--- src/rtl/ram_fill_verify_ctrl.sv ---
// Port-B fill/verify sequencer for the shared dual-port RAM.
// Fills base..base+N-1 with {seed+i, TAG}, optionally reads the range back and
// compares each word, then reports done/pass/error count/first failing address.
module ram_fill_verify_ctrl #(
  parameter int unsigned ADDR_W   = 12,
  parameter int unsigned DATA_W   = 16,
  parameter int unsigned READ_LAT = 1,
  parameter logic [7:0]  TAG      = 8'hE8
) (
  input  logic              clk_i,
  input  logic              rst_i,
  input  logic              start_i,
  input  logic [ADDR_W-1:0] base_addr_i,
  input  logic [ADDR_W:0]   count_i,
  input  logic [7:0]        seed_i,
  input  logic              verify_en_i,
  output logic [DATA_W-1:0] data_b_o,
  output logic [ADDR_W-1:0] addr_b_o,
  output logic              we_b_o,
  input  logic [DATA_W-1:0] q_b_i,
  output logic              busy_o,
  output logic              done_o,
  output logic              pass_o,
  output logic [ADDR_W:0]   err_count_o,
  output logic [ADDR_W-1:0] first_err_addr_o
);

  typedef enum logic [2:0] {StIdle, StFill, StRead, StDrain, StDone} state_e;

  localparam logic [ADDR_W-1:0] DrainLast = ADDR_W'(READ_LAT - 1);
  localparam logic [ADDR_W-1:0] AddrOne   = ADDR_W'(1);

  state_e            state_q;
  logic [ADDR_W-1:0] base_q;
  logic [ADDR_W-1:0] last_q;
  logic [ADDR_W-1:0] idx_q;
  logic [7:0]        seed_q;
  logic              verify_q;

  logic              we_q;
  logic [ADDR_W-1:0] addr_q;
  logic [DATA_W-1:0] data_q;
  logic              busy_q;
  logic              done_q;
  logic              pass_q;
  logic [ADDR_W:0]   err_q;
  logic [ADDR_W-1:0] first_q;

  // Stage 0 loads on the same edge as addr_b, so stage READ_LAT lines up with q_b.
  logic              pv_q    [READ_LAT+1];
  logic [DATA_W-1:0] pexp_q  [READ_LAT+1];
  logic [ADDR_W-1:0] paddr_q [READ_LAT+1];

  logic [ADDR_W-1:0] cur_addr;
  logic [7:0]        hi_byte;
  logic [DATA_W-1:0] cur_pat;
  logic              mismatch;
  logic [ADDR_W:0]   err_d;

  // Current address/pattern and the compare result for the word leaving the delay line
  always_comb begin
    cur_addr = base_q + idx_q;
    hi_byte  = seed_q + idx_q[7:0];
    cur_pat  = DATA_W'({hi_byte, TAG});
    mismatch = pv_q[READ_LAT] && (q_b_i != pexp_q[READ_LAT]);
    err_d    = err_q + (ADDR_W+1)'(mismatch);
  end

  // Sequencer FSM with registered port-B drive, compare delay line and results
  always_ff @(posedge clk_i) begin
    if (rst_i) begin
      state_q  <= StIdle;
      base_q   <= '0;
      last_q   <= '0;
      idx_q    <= '0;
      seed_q   <= '0;
      verify_q <= 1'b0;
      we_q     <= 1'b0;
      addr_q   <= '0;
      data_q   <= '0;
      busy_q   <= 1'b0;
      done_q   <= 1'b0;
      pass_q   <= 1'b0;
      err_q    <= '0;
      first_q  <= '0;
      for (int i = 0; i <= READ_LAT; i++) begin
        pv_q[i]    <= 1'b0;
        pexp_q[i]  <= '0;
        paddr_q[i] <= '0;
      end
    end else begin
      pv_q[0]    <= 1'b0;
      pexp_q[0]  <= '0;
      paddr_q[0] <= '0;
      for (int i = 1; i <= READ_LAT; i++) begin
        pv_q[i]    <= pv_q[i-1];
        pexp_q[i]  <= pexp_q[i-1];
        paddr_q[i] <= paddr_q[i-1];
      end

      if (mismatch) begin
        err_q <= err_d;
        if (err_q == '0) begin
          first_q <= paddr_q[READ_LAT];
        end
      end

      done_q <= 1'b0;

      unique case (state_q)
        StIdle: begin
          we_q   <= 1'b0;
          addr_q <= '0;
          data_q <= '0;
          busy_q <= 1'b0;
          if (start_i) begin
            base_q   <= base_addr_i;
            seed_q   <= seed_i;
            verify_q <= verify_en_i;
            // 0 means a full 4096-word sweep; anything above 4096 is clamped to it
            if (count_i == '0 || count_i[ADDR_W]) begin
              last_q <= '1;
            end else begin
              last_q <= count_i[ADDR_W-1:0] - AddrOne;
            end
            idx_q   <= '0;
            pass_q  <= 1'b0;
            err_q   <= '0;
            first_q <= '0;
            busy_q  <= 1'b1;
            state_q <= StFill;
          end
        end

        StFill: begin
          we_q   <= 1'b1;
          addr_q <= cur_addr;
          data_q <= cur_pat;
          if (idx_q == last_q) begin
            idx_q   <= '0;
            state_q <= verify_q ? StRead : StDone;
          end else begin
            idx_q <= idx_q + AddrOne;
          end
        end

        StRead: begin
          we_q       <= 1'b0;
          addr_q     <= cur_addr;
          data_q     <= '0;
          pv_q[0]    <= 1'b1;
          pexp_q[0]  <= cur_pat;
          paddr_q[0] <= cur_addr;
          if (idx_q == last_q) begin
            idx_q   <= '0;
            state_q <= StDrain;
          end else begin
            idx_q <= idx_q + AddrOne;
          end
        end

        StDrain: begin
          we_q   <= 1'b0;
          addr_q <= '0;
          data_q <= '0;
          if (idx_q == DrainLast) begin
            idx_q   <= '0;
            state_q <= StDone;
          end else begin
            idx_q <= idx_q + AddrOne;
          end
        end

        StDone: begin
          we_q    <= 1'b0;
          addr_q  <= '0;
          data_q  <= '0;
          done_q  <= 1'b1;
          // The last read is compared on this same edge, so use the updated count
          pass_q  <= (err_d == '0);
          state_q <= StIdle;
        end

        default: begin
          state_q <= StIdle;
        end
      endcase
    end
  end

  assign we_b_o           = we_q;
  assign addr_b_o         = addr_q;
  assign data_b_o         = data_q;
  assign busy_o           = busy_q;
  assign done_o           = done_q;
  assign pass_o           = pass_q;
  assign err_count_o      = err_q;
  assign first_err_addr_o = first_q;

endmodule

--- config.mk ---
export PLATFORM = sky130hd
export DESIGN_NAME = ram_fill_verify_ctrl
export DESIGN_NICKNAME = d
export VERILOG_FILES = /design/src/rtl/ram_fill_verify_ctrl.sv
export SDC_FILE = /design/constraint.sdc
export NUM_CORES = 1
export LEC_CHECK = 0
export BUFFER_PORTS_ARGS = -buffer_cell sky130_fd_sc_hd__buf_4
export CAP_MARGIN = 20
export CORE_MARGIN = 2
export CORE_UTILIZATION = 63
export CTS_BUF_LIST = sky130_fd_sc_hd__clkbuf_4
export DETAILED_ROUTE_END_ITERATION = 16
export PLACE_DENSITY = 0.91
export SLEW_MARGIN = 30
export SYNTH_ARGS = -nofsm -noshare
export SYNTH_HDL_FRONTEND = slang
export SYNTH_SLANG_ARGS = --single-unit
--- constraint.sdc ---
create_clock -name clk_i -period 5.1 [get_ports clk_i]
set_clock_uncertainty 0.1 [all_clocks]
set_input_delay 0.51 -clock clk_i [delete_from_list [all_inputs] [get_ports clk_i]]
set_output_delay 0.51 -clock clk_i [all_outputs]
set_load 0.005 [all_outputs]
# Yosys cells after proc, flatten, opt, wreduce, memory -nomap -nowiden
# Memories as Yosys holds them, arrays and structs flattened.
# Index checks and enable logic that the tools add are counted.
# word_totals
rom_bits	0
mem_bits_rw	58
latch_bits	0
output_inout_bits	57
memories	3
register_bits	105
# op_classes
multipliers	0
muxes	40
n_shift	0
n_eq_ne	10
addsub	5
n_bitwise	9
div_mod_pow	0
n_reduce_logical	18
magnitude_cmp	0
# memory_table
name	depth	width	rd	rd_ports_with_merged_regs	wr	line	rtl
pexp_q	2	16	2	0	2	51	logic [DATA_W-1:0] pexp_q [READ_LAT+1];
paddr_q	2	12	2	0	2	52	logic [ADDR_W-1:0] paddr_q [READ_LAT+1];
pv_q	2	1	2	0	2	50	logic pv_q [READ_LAT+1];
# ops
operator	n
$mux 12	11
$mux 16	3
$logic_not 13->1	3
$mux 13	3
$pmux 12 s3	1
$pmux 16 s2	1
$pmux 12 s2	1
$ne 16x16->1	1
$mux 3	5
$add 13x1->13	1
$add 12x1->12 const B	1
$add 12x12->12	1
$eq 12x12->1	1
$logic_not 12->1	1
$mux 1	12
$pmux 3 s4	1
$sub 12x1->12 const B	1
$or 1x1->1	9
$add 8x8->8	1
$ne 2x2->1 const B	4
$eq 3x2->1 const B	2
$reduce_and 2->1	3
$reduce_bool 2->1	3
$pmux 1 s2	2
other kinds (10)	10

# Depth between registers and ports, before layout
# Gate-level depths: netlist (run 1).
# An unclocked memory read counts as a cell.
# depth
word_depth	7
mapped_depth	12
ltp_nobuf	11

# Worst setup path before layout (run 1)
# OpenSTA, ideal clock, no wires.
# synth_timing
path_type	input port to flip-flop
from	input port q_b_i[3]
to	register pass_q (netlist: pass_o)
t_arrival_ns	3.013
t_required_ns	4.931
setup_slack_ns	1.918
path_buffers	1
cell_stages	11
cell_sequence	or4_4 > o21ai_2 > a41oi_2 > buf_2 > ha_1 > ha_1 > nand4_1 > nor3_2 > o31a_1 > or4_1 > o21ai_1
# synth_via
elab_chain_len	5
# synth_lines
element	line	rtl
start, declared	20	input logic [DATA_W-1:0] q_b_i,
$ne 16x16->1	65	mismatch = pv_q[READ_LAT] && (q_b_i != pexp_q[READ_LAT]);
$logic_and 1x1->1	65	
$add 13x1->13	66	err_d = err_q + (ADDR_W+1)'(mismatch);
$logic_not 13->1	180	pass_q <= (err_d == '0);
$pmux 1 s2	110	unique case (state_q)
end signal, assigned	180	
end, declared	45	logic pass_q;
# Every way passes these cells.
# A chain may end at the register's enable or synchronous reset.

==> metrics.md, run 1 <==
| Metric | Value |
|---|---|
| Status | `finished clean` |
| Total congestion overflow after global routing | `0` |
| Reported net switching power | `0.609 mW` |
| Slew Limit Headroom | `37.9%` |
| DRC violation count after routing | `0` |
| Drt first-iter violations | `461` |
| Comb pwr share | `11.7%` |
| Kind of end point of the critical path | `flip-flop` |
| Area of the die | `11000 um2` |
| Max Fclk | `309 MHz` |
| Synthesized flop and latch total | `139` |
| Later-pin clock latency in the skew report | `0.55 ns` |
| Die extent in y | `105 um` |
| Time the worst path needs with I/O delays and setup | `3.24 ns` |
| Maximum buffer depth of the clock tree | `2` |
| Slew at the pin with the worst max-slew slack | `0.909 ns` |
| Kind of start point of the critical path | `flip-flop` |
| Most common cell type on the critical path | `sky130_fd_sc_hd__ha_1` |
| Cell type with the largest total area after synthesis | `sky130_fd_sc_hd__dfxtp_1` |
| Antenna diode count | `0` |
| Data arrival time of the worst path | `3.61 ns` |
| Unique masters post-synth | `61` |
| Final clock period utilization by the worst path | `63.5%` |
| Final Hold Viols | `0` |
| Unrepaired setup endpoints after global routing | `false` |
| Top-Level Pins | `110` |
| X dimension of the die | `105 um` |
| Row cnt | `36` |
| CTS tree | `done` |
| Static leakage power | `3.23 nW` |
| Filler cells | `694` |
| Post-CTS resize count | `0` |
| Min-Delay Path Class | `in -> reg` |
| Area fraction of the dominant cell type after synthesis | `43.5%` |
| FF/Latch Area | `2780 um2` |
| Post-synthesis area per instance | `8.89 um2` |
| Core area | `9820 um2` |
| IR Drop Worst-Case VDD | `0.000177 V` |
| Fraction of final layout cells with drive strength greater than 1 | `20.2%` |
| Starting density of the core | `65.2%` |
| First drt pass iteration count | `6` |
| Buffers added on ports | `105` |
| Post-synthesis instance total | `720` |
| Required time of the worst setup path | `5.47 ns` |
| Max Slew Vio Count | `0` |
| Largest cells by area after synthesis | `sky130_fd_sc_hd__dfxtp_1, sky130_fd_sc_hd__xor2_1, sky130_fd_sc_hd__nor2_1` |
| Number of antenna violations at the first check in global routing | `0` |
| Standard cell area after detailed placement | `7190 um2` |
| Tot GR Track Use | `26.7%` |
| Count of hold-fix buffers inserted at cts | `0` |
| Area of the multi-input gates | `3360 um2` |
| Number of sinks on the clock net | `139` |
| Int Pwr | `1.63 mW` |
| H-tree levels | `4` |
| Total half-perimeter wirelength after legalization and detailed placement | `10900 um` |
| Non-filler cells in the finished layout | `955` |
| Cell at the slowest stage of the critical path | `sky130_fd_sc_hd__a41oi_2` |
| Number of buffer and inverter instances along the worst setup path | `0` |
| Number of placed instances with taps included | `922` |
| Synthesized area | `6400 um2` |
| Share of synthesized area occupied by flip-flops and latches | `43.5%` |
| Net switching share of the total power | `27.2%` |
| Fraction of registers with async set or reset after synthesis | `0%` |
| Crit-path max cell delay | `0.58 ns` |
| Number of synthesized flops with an enable pin | `0` |
| TritonCTS buffer count | `17` |
| Root buffer cell | `sky130_fd_sc_hd__clkbuf_4` |
| Register share of total power | `51.5%` |
| Maximum net fanout on the critical path | `14` |
| Number of warning messages in the yosys log | `0` |
| Flip-flop cell with the highest count after synthesis | `sky130_fd_sc_hd__dfxtp_1` |
| Utilization of the core after routing | `76.8%` |
| Final GP Congestion | `0.925` |
| Maximum number of pins on one net before global-route repair | `77` |
| Final setup TNS | `0 ns` |
| Vias post-DR | `5405` |
| Type of the worst setup path | `reg -> reg` |
| Maximum Capacitance Violations | `0` |
| Routed wire length per instance | `15.3 um` |
| Global-route wire length before repair | `23700 um` |
| Post-route cell area | `7540 um2` |
| Power Dens Cells | `297 nW/um2` |
| Total Wirelength | `14600 um` |
| Post-CTS Repair Setup Buffers | `0` |
| Antenna Violating Nets Remaining | `0` |
| Final net count | `888` |
| Vias/cell | `5.66` |
| Relative area change from synthesis to final layout | `17.7%` |
| Largest delay contributor family on the critical path | `simple AND/OR/NAND/NOR gates` |
| Clk pwr share | `36.8%` |
| Post-CTS clock slew at the launch and capture registers of the worst setup and hold paths | `0.12 ns` |
| Final count of negative-setup-slack endpoints | `0` |
| Vias in the first global route | `5199` |
| CP Cell Sequence | `xor2_1 -> nor4_2 -> a41oi_2 -> ha_1 -> ha_1 -> nand4_1 -> nor3_2 -> nand3_1 -> o31a_1 -> or4_1 -> o21ai_1` |
[cells in the mapped netlist (3+ instances only)]
master                     count
sky130_fd_sc_hd__a22oi_1       6
sky130_fd_sc_hd__o21a_1        4
sky130_fd_sc_hd__inv_1        19
sky130_fd_sc_hd__or3_1         4
sky130_fd_sc_hd__a211oi_2      9
sky130_fd_sc_hd__nand4_1       7
sky130_fd_sc_hd__ha_1         24
sky130_fd_sc_hd__nor4b_1       3
sky130_fd_sc_hd__a21oi_1      42
sky130_fd_sc_hd__nor4_2        3
sky130_fd_sc_hd__nor2_1       89
sky130_fd_sc_hd__nand3_1      20
sky130_fd_sc_hd__nand3b_1      3
sky130_fd_sc_hd__mux2i_1      14
sky130_fd_sc_hd__o21ai_0      19
sky130_fd_sc_hd__nor2b_1      25
sky130_fd_sc_hd__or2_2         3
sky130_fd_sc_hd__buf_4         9
sky130_fd_sc_hd__o211ai_1      4
sky130_fd_sc_hd__xor2_1       39
sky130_fd_sc_hd__and2_1       13
sky130_fd_sc_hd__a211oi_1      5
sky130_fd_sc_hd__nor3_1       11
sky130_fd_sc_hd__dfxtp_1     139
sky130_fd_sc_hd__buf_2         5
sky130_fd_sc_hd__nand2_1      82
sky130_fd_sc_hd__o21ai_1       3
sky130_fd_sc_hd__nand2b_1      3
sky130_fd_sc_hd__a21o_1        7
sky130_fd_sc_hd__a31oi_1       5
sky130_fd_sc_hd__nor4_1        8
sky130_fd_sc_hd__and3_1        6
sky130_fd_sc_hd__or4_1         4
sky130_fd_sc_hd__clkbuf_1     25
sky130_fd_sc_hd__xnor2_1      24
[placed cells by master (no fill, tap or decap), drive strengths merged, types with 20 or more instances in the layout]
cell | synthesis | routed
nand3 | 20 | 20
nor2b | 25 | 25
a21oi | 42 | 42
dfxtp | 139 | 139
ha | 24 | 24
nand2 | 82 | 82
xor2 | 39 | 39
inv | 19 | 24
buf | 16 | 108
xnor2 | 24 | 24
nor2 | 89 | 89
o21ai | 23 | 23
[layer usage]
layer  wire length, um  GRT usage [%]  vias up
met5                 0              0        -
met4               337           12.3        0
met3               852           5.80       37
met2              7260           46.3      232
met1              6170           31.5     2488
li1                  -              -     2648
[stage by stage]
stage	hold WS, ns	total power [mW]	worst slack [ns]
floorplan	0.314	1.34	1.92
global placement	0.322	1.42	1.57
detailed placement	0.320	1.43	1.51
CTS	0.0333	2.25	1.86
global route	0.0441	2.33	1.56
finish	0.0705	2.24	1.86
[flip-flops by register name, summed over array words and instances, names as in the netlist]
signal / flops
addr_b_o: 12
base_q: 12
busy_o: 1
data_b_o: 9
done_o: 1
err_count_o: 13
first_err_addr_o: 12
idx_q: 12
last_q: 12
paddr_q: 24
pass_o: 1
pexp_q: 18
seed_q: 8
state_q: 3
verify_q: 1
[kinds of logic after synthesis]
family	count (synthesis)	synth area share, %
other	1	0.0586
XOR/XNOR	63	8.62
buffers and inverters	60	4.38
AND/OR/NAND/NOR	293	22.7
adder cells (fa/ha/maj)	26	5.32
multiplexers	14	2.19
flip-flops	139	43.5
AO/OA/AOI/OAI	124	13.3
[worst paths after layout]
check                startpoint             to  slack (ns)  cells past startpoint
setup / recovery  pexp_q[1][13]         pass_o        1.86                     11
hold / removal       count_i[0]      last_q[0]        0.07                      2
setup reg to reg  pexp_q[1][13]         pass_o        1.86                     11
hold reg to reg   pexp_q[0][15]  pexp_q[1][15]        0.34                      1
[power by group through the flow]
| stage | registers [mW] | clock network (mW) | logic (mW) |
|---|---|---|---|
| finish | 1.16 | 0.824 | 0.262 |
| global route | 1.16 | 0.886 | 0.288 |
| CTS | 1.15 | 0.836 | 0.258 |
| detailed placement | 1.18 | 0 | 0.256 |
| global placement | 1.18 | 0 | 0.243 |
| floorplan | 1.16 | 0 | 0.180 |
[area by class of cell]
type / count / area share [%]
Tap cell: 133 / 2.21
Multi-Input combinational cell: 524 / 44.5
Timing Repair Buffer: 108 / 10.9
Inverter: 19 / 0.946
Clock buffer: 17 / 1.69
Clock inverter: 15 / 2.80
Sequential cell: 139 / 36.9
Power figures use the tool's default switching activity.
==> inputs of run 2 (changes only) <==
CORE_UTILIZATION = 53   (was 63)
PLACE_DENSITY = 0.82   (was 0.91)
clock period = 2.6 ns   (was 5.1 ns; I/O delays follow)
==> metrics.md, run 2 (synthesized netlist as in run 1, its figures left out) <==
| Metric | Value |
|---|---|
| Root buffer cell | `sky130_fd_sc_hd__clkbuf_4 (unchanged)` |
| CTS tree | `done (unchanged)` |
| Max Fclk | `386 MHz (was 309 MHz)` |
| IR Drop Worst-Case VDD | `0.000276 V (was 0.000177 V)` |
| Total Wirelength | `15300 um (was 14600 um)` |
| Core area | `11900 um2 (was 9820 um2)` |
| Tot GR Track Use | `24.1% (was 26.7%)` |
| Static leakage power | `3.46 nW (was 3.23 nW)` |
| TritonCTS buffer count | `17 (unchanged)` |
| Post-CTS clock slew at the launch and capture registers of the worst setup and hold paths | `0.12 ns (about the same)` |
| Vias/cell | `5.44 (was 5.66)` |
| Total half-perimeter wirelength after legalization and detailed placement | `11200 um (was 10900 um)` |
| Later-pin clock latency in the skew report | `0.56 ns (was 0.55 ns)` |
| Relative area change from synthesis to final layout | `25.4% (was 17.7%)` |
| Status | `finished clean (unchanged)` |
| Top-Level Pins | `110 (unchanged)` |
| Kind of end point of the critical path | `flip-flop (unchanged)` |
| Die extent in y | `114 um (was 105 um)` |
| Starting density of the core | `53.7% (was 65.2%)` |
| Global-route wire length before repair | `24800 um (was 23700 um)` |
| Final count of negative-setup-slack endpoints | `0 (unchanged)` |
| Power Dens Cells | `515 nW/um2 (was 297 nW/um2)` |
| Final GP Congestion | `0.918 (was 0.925)` |
| Commonest non-fill, non-tap cells in the layout | `sky130_fd_sc_hd__dfxtp_1, sky130_fd_sc_hd__buf_4, sky130_fd_sc_hd__nor2_1 (unchanged)` |
| Worst r2r src | `pexp_q[1][13] (unchanged)` |
| Number of placed instances with taps included | `957 (was 922)` |
| Largest register by flop count | `paddr_q (unchanged)` |
| Max Slew Vio Count | `0 (unchanged)` |
| Antenna diode count | `0 (unchanged)` |
| Non-filler cells in the finished layout | `1026 (was 955)` |
| Maximum buffer depth of the clock tree | `2 (unchanged)` |
| Unrepaired setup endpoints after global routing | `true (was false)` |
| Final setup TNS | `0 ns (unchanged)` |
| Register-to-register setup slack | `0.01 ns (was 1.86 ns)` |
| Vias in the first global route | `5371 (was 5199)` |
| Slew Limit Headroom | `51.9% (was 37.9%)` |
| Utilization of the core after routing | `67.4% (was 76.8%)` |
| Maximum number of pins on one net before global-route repair | `46 (was 77)` |
| Maximum net fanout on the critical path | `3 (was 14)` |
| Hold Path Cell Cnt | `4 (was 2)` |
| Min-Delay Path Class | `in -> reg (unchanged)` |
| Final net count | `945 (was 888)` |
| Routed wire length per instance | `14.9 um (was 15.3 um)` |
| Kind of start point of the critical path | `flip-flop (unchanged)` |
| Data arrival time of the worst path | `2.98 ns (was 3.61 ns)` |
| Row cnt | `40 (was 36)` |
| Number of sinks on the clock net | `139 (unchanged)` |
| Total congestion overflow after global routing | `0 (unchanged)` |
| Reg2reg path depth | `12 (was 11)` |
| Final setup margin | `0.0113 ns (was 1.86 ns)` |
| First drt pass iteration count | `5 (was 6)` |
| Vias post-DR | `5582 (was 5405)` |
| Area of the die | `13000 um2 (was 11000 um2)` |
| Endpoint, Worst Hold | `last_q[4] (was last_q[0])` |
| Buffers added on ports | `105 (unchanged)` |
| Required time of the worst setup path | `3.00 ns (was 5.47 ns)` |
| Number of flip-flops in the largest register | `24 (unchanged)` |
| Slew at the pin with the worst max-slew slack | `0.717 ns (was 0.909 ns)` |
| Antenna Violating Nets Remaining | `0 (unchanged)` |
| Crit Reg-Reg Endpoint | `pass_o (unchanged)` |
| H-tree levels | `4 (unchanged)` |
| Time the worst path needs with I/O delays and setup | `2.59 ns (was 3.24 ns)` |
| Post-route worst hold slack | `0.106 ns (was 0.0705 ns)` |
| Fraction of final layout cells with drive strength greater than 1 | `21.8% (was 20.2%)` |
| Number of antenna violations at the first check in global routing | `0 (unchanged)` |
| Drt first-iter violations | `542 (was 461)` |
| Final clock period utilization by the worst path | `99.6% (was 63.5%)` |
| Leading cell type in the layout, fill and taps excluded | `sky130_fd_sc_hd__dfxtp_1 (unchanged)` |
| Type of the worst setup path | `reg -> reg (unchanged)` |
| Start point of the worst hold path | `count_i[12] (was count_i[0])` |
| X dimension of the die | `114 um (was 105 um)` |
| Post-placement worst setup slack | `-0.282 ns (was 1.51 ns)` |
| Maximum Capacitance Violations | `0 (unchanged)` |
| Final Hold Viols | `0 (unchanged)` |
| DRC violation count after routing | `0 (unchanged)` |
## run 2: changes by cell type in the layout (fill, tap and decap cells not counted), sizes merged
cell and delta:
dlygate4sd3 +36, buf +21, bufinv -3, clkbuf +2, clkinvlp +2, inv -1
## run 2: report_power, final
group / switching (mW) / internal, mW
clock: 0.800 / 0.501
combinational: 0.312 / 0.269
sequential: 0.0602 / 2.20
## run 2: area by class of cell
cell class,instances,area [um2]
Inverter,19,71.3
Fill cell,915,3880
Tap cell,147,184
Clock buffer,19,143
Sequential cell,139,2780
Timing Repair Buffer,165,1330
Multi-Input combinational cell,524,3400
Clock inverter,13,119
## run 2: what timing repair did
action                                 CTS  global route
resized for setup                        2             3
pin swaps                                2             1
setup endpoints to repair                5             5
setup buffers                            1             0
gates cloned                             0             0
endpoints found under the hold margin   40             0
hold buffers                            36             0
## run 2: worst max-delay path, cell delays in order, from the launching register on
cell	delay [ns]
sky130_fd_sc_hd__dfxtp_1	0.32
sky130_fd_sc_hd__xor2_1	0.16
sky130_fd_sc_hd__nor4_2	0.29
sky130_fd_sc_hd__a41oi_2	0.19
sky130_fd_sc_hd__ha_4	0.22
sky130_fd_sc_hd__ha_4	0.15
sky130_fd_sc_hd__nand4_1	0.13
sky130_fd_sc_hd__buf_4	0.15
sky130_fd_sc_hd__nor2_1	0.06
sky130_fd_sc_hd__xnor2_1	0.16
sky130_fd_sc_hd__nand3_1	0.08
sky130_fd_sc_hd__or4_1	0.40
sky130_fd_sc_hd__o21ai_1	0.14
## run 2: worst max-delay path by stage
stage | start | end | slack (ns) | depth (start not counted)
floorplan | q_b_i[1] | pass_o | -0.17 | 11
CTS | pexp_q[1][13] | pass_o | 0.02 | 12
detailed placement | q_b_i[1] | pass_o | -0.28 | 11
global placement | q_b_i[1] | pass_o | -0.16 | 11
global route | pexp_q[1][13] | pass_o | -0.17 | 12
finish | pexp_q[1][13] | pass_o | 0.01 | 12
## run 2: metrics by stage
step,area (um2),power [mW]
5_1_grt,8030,4.34
6_report,8030,4.14
3_3_place_gp,7380,2.81
3_5_place_dp,7380,2.83
2_1_floorplan,6440,2.63
4_1_cts,8020,4.16
## run 2: routing by layer
metal  vias up  track usage [%]  wire length [um]
met1      2572             28.4              6230
met4         0             11.3               393
met3        44             5.63              1000
li1       2743                -                 -
met5         -                0                 0
met2       223             41.5              7630
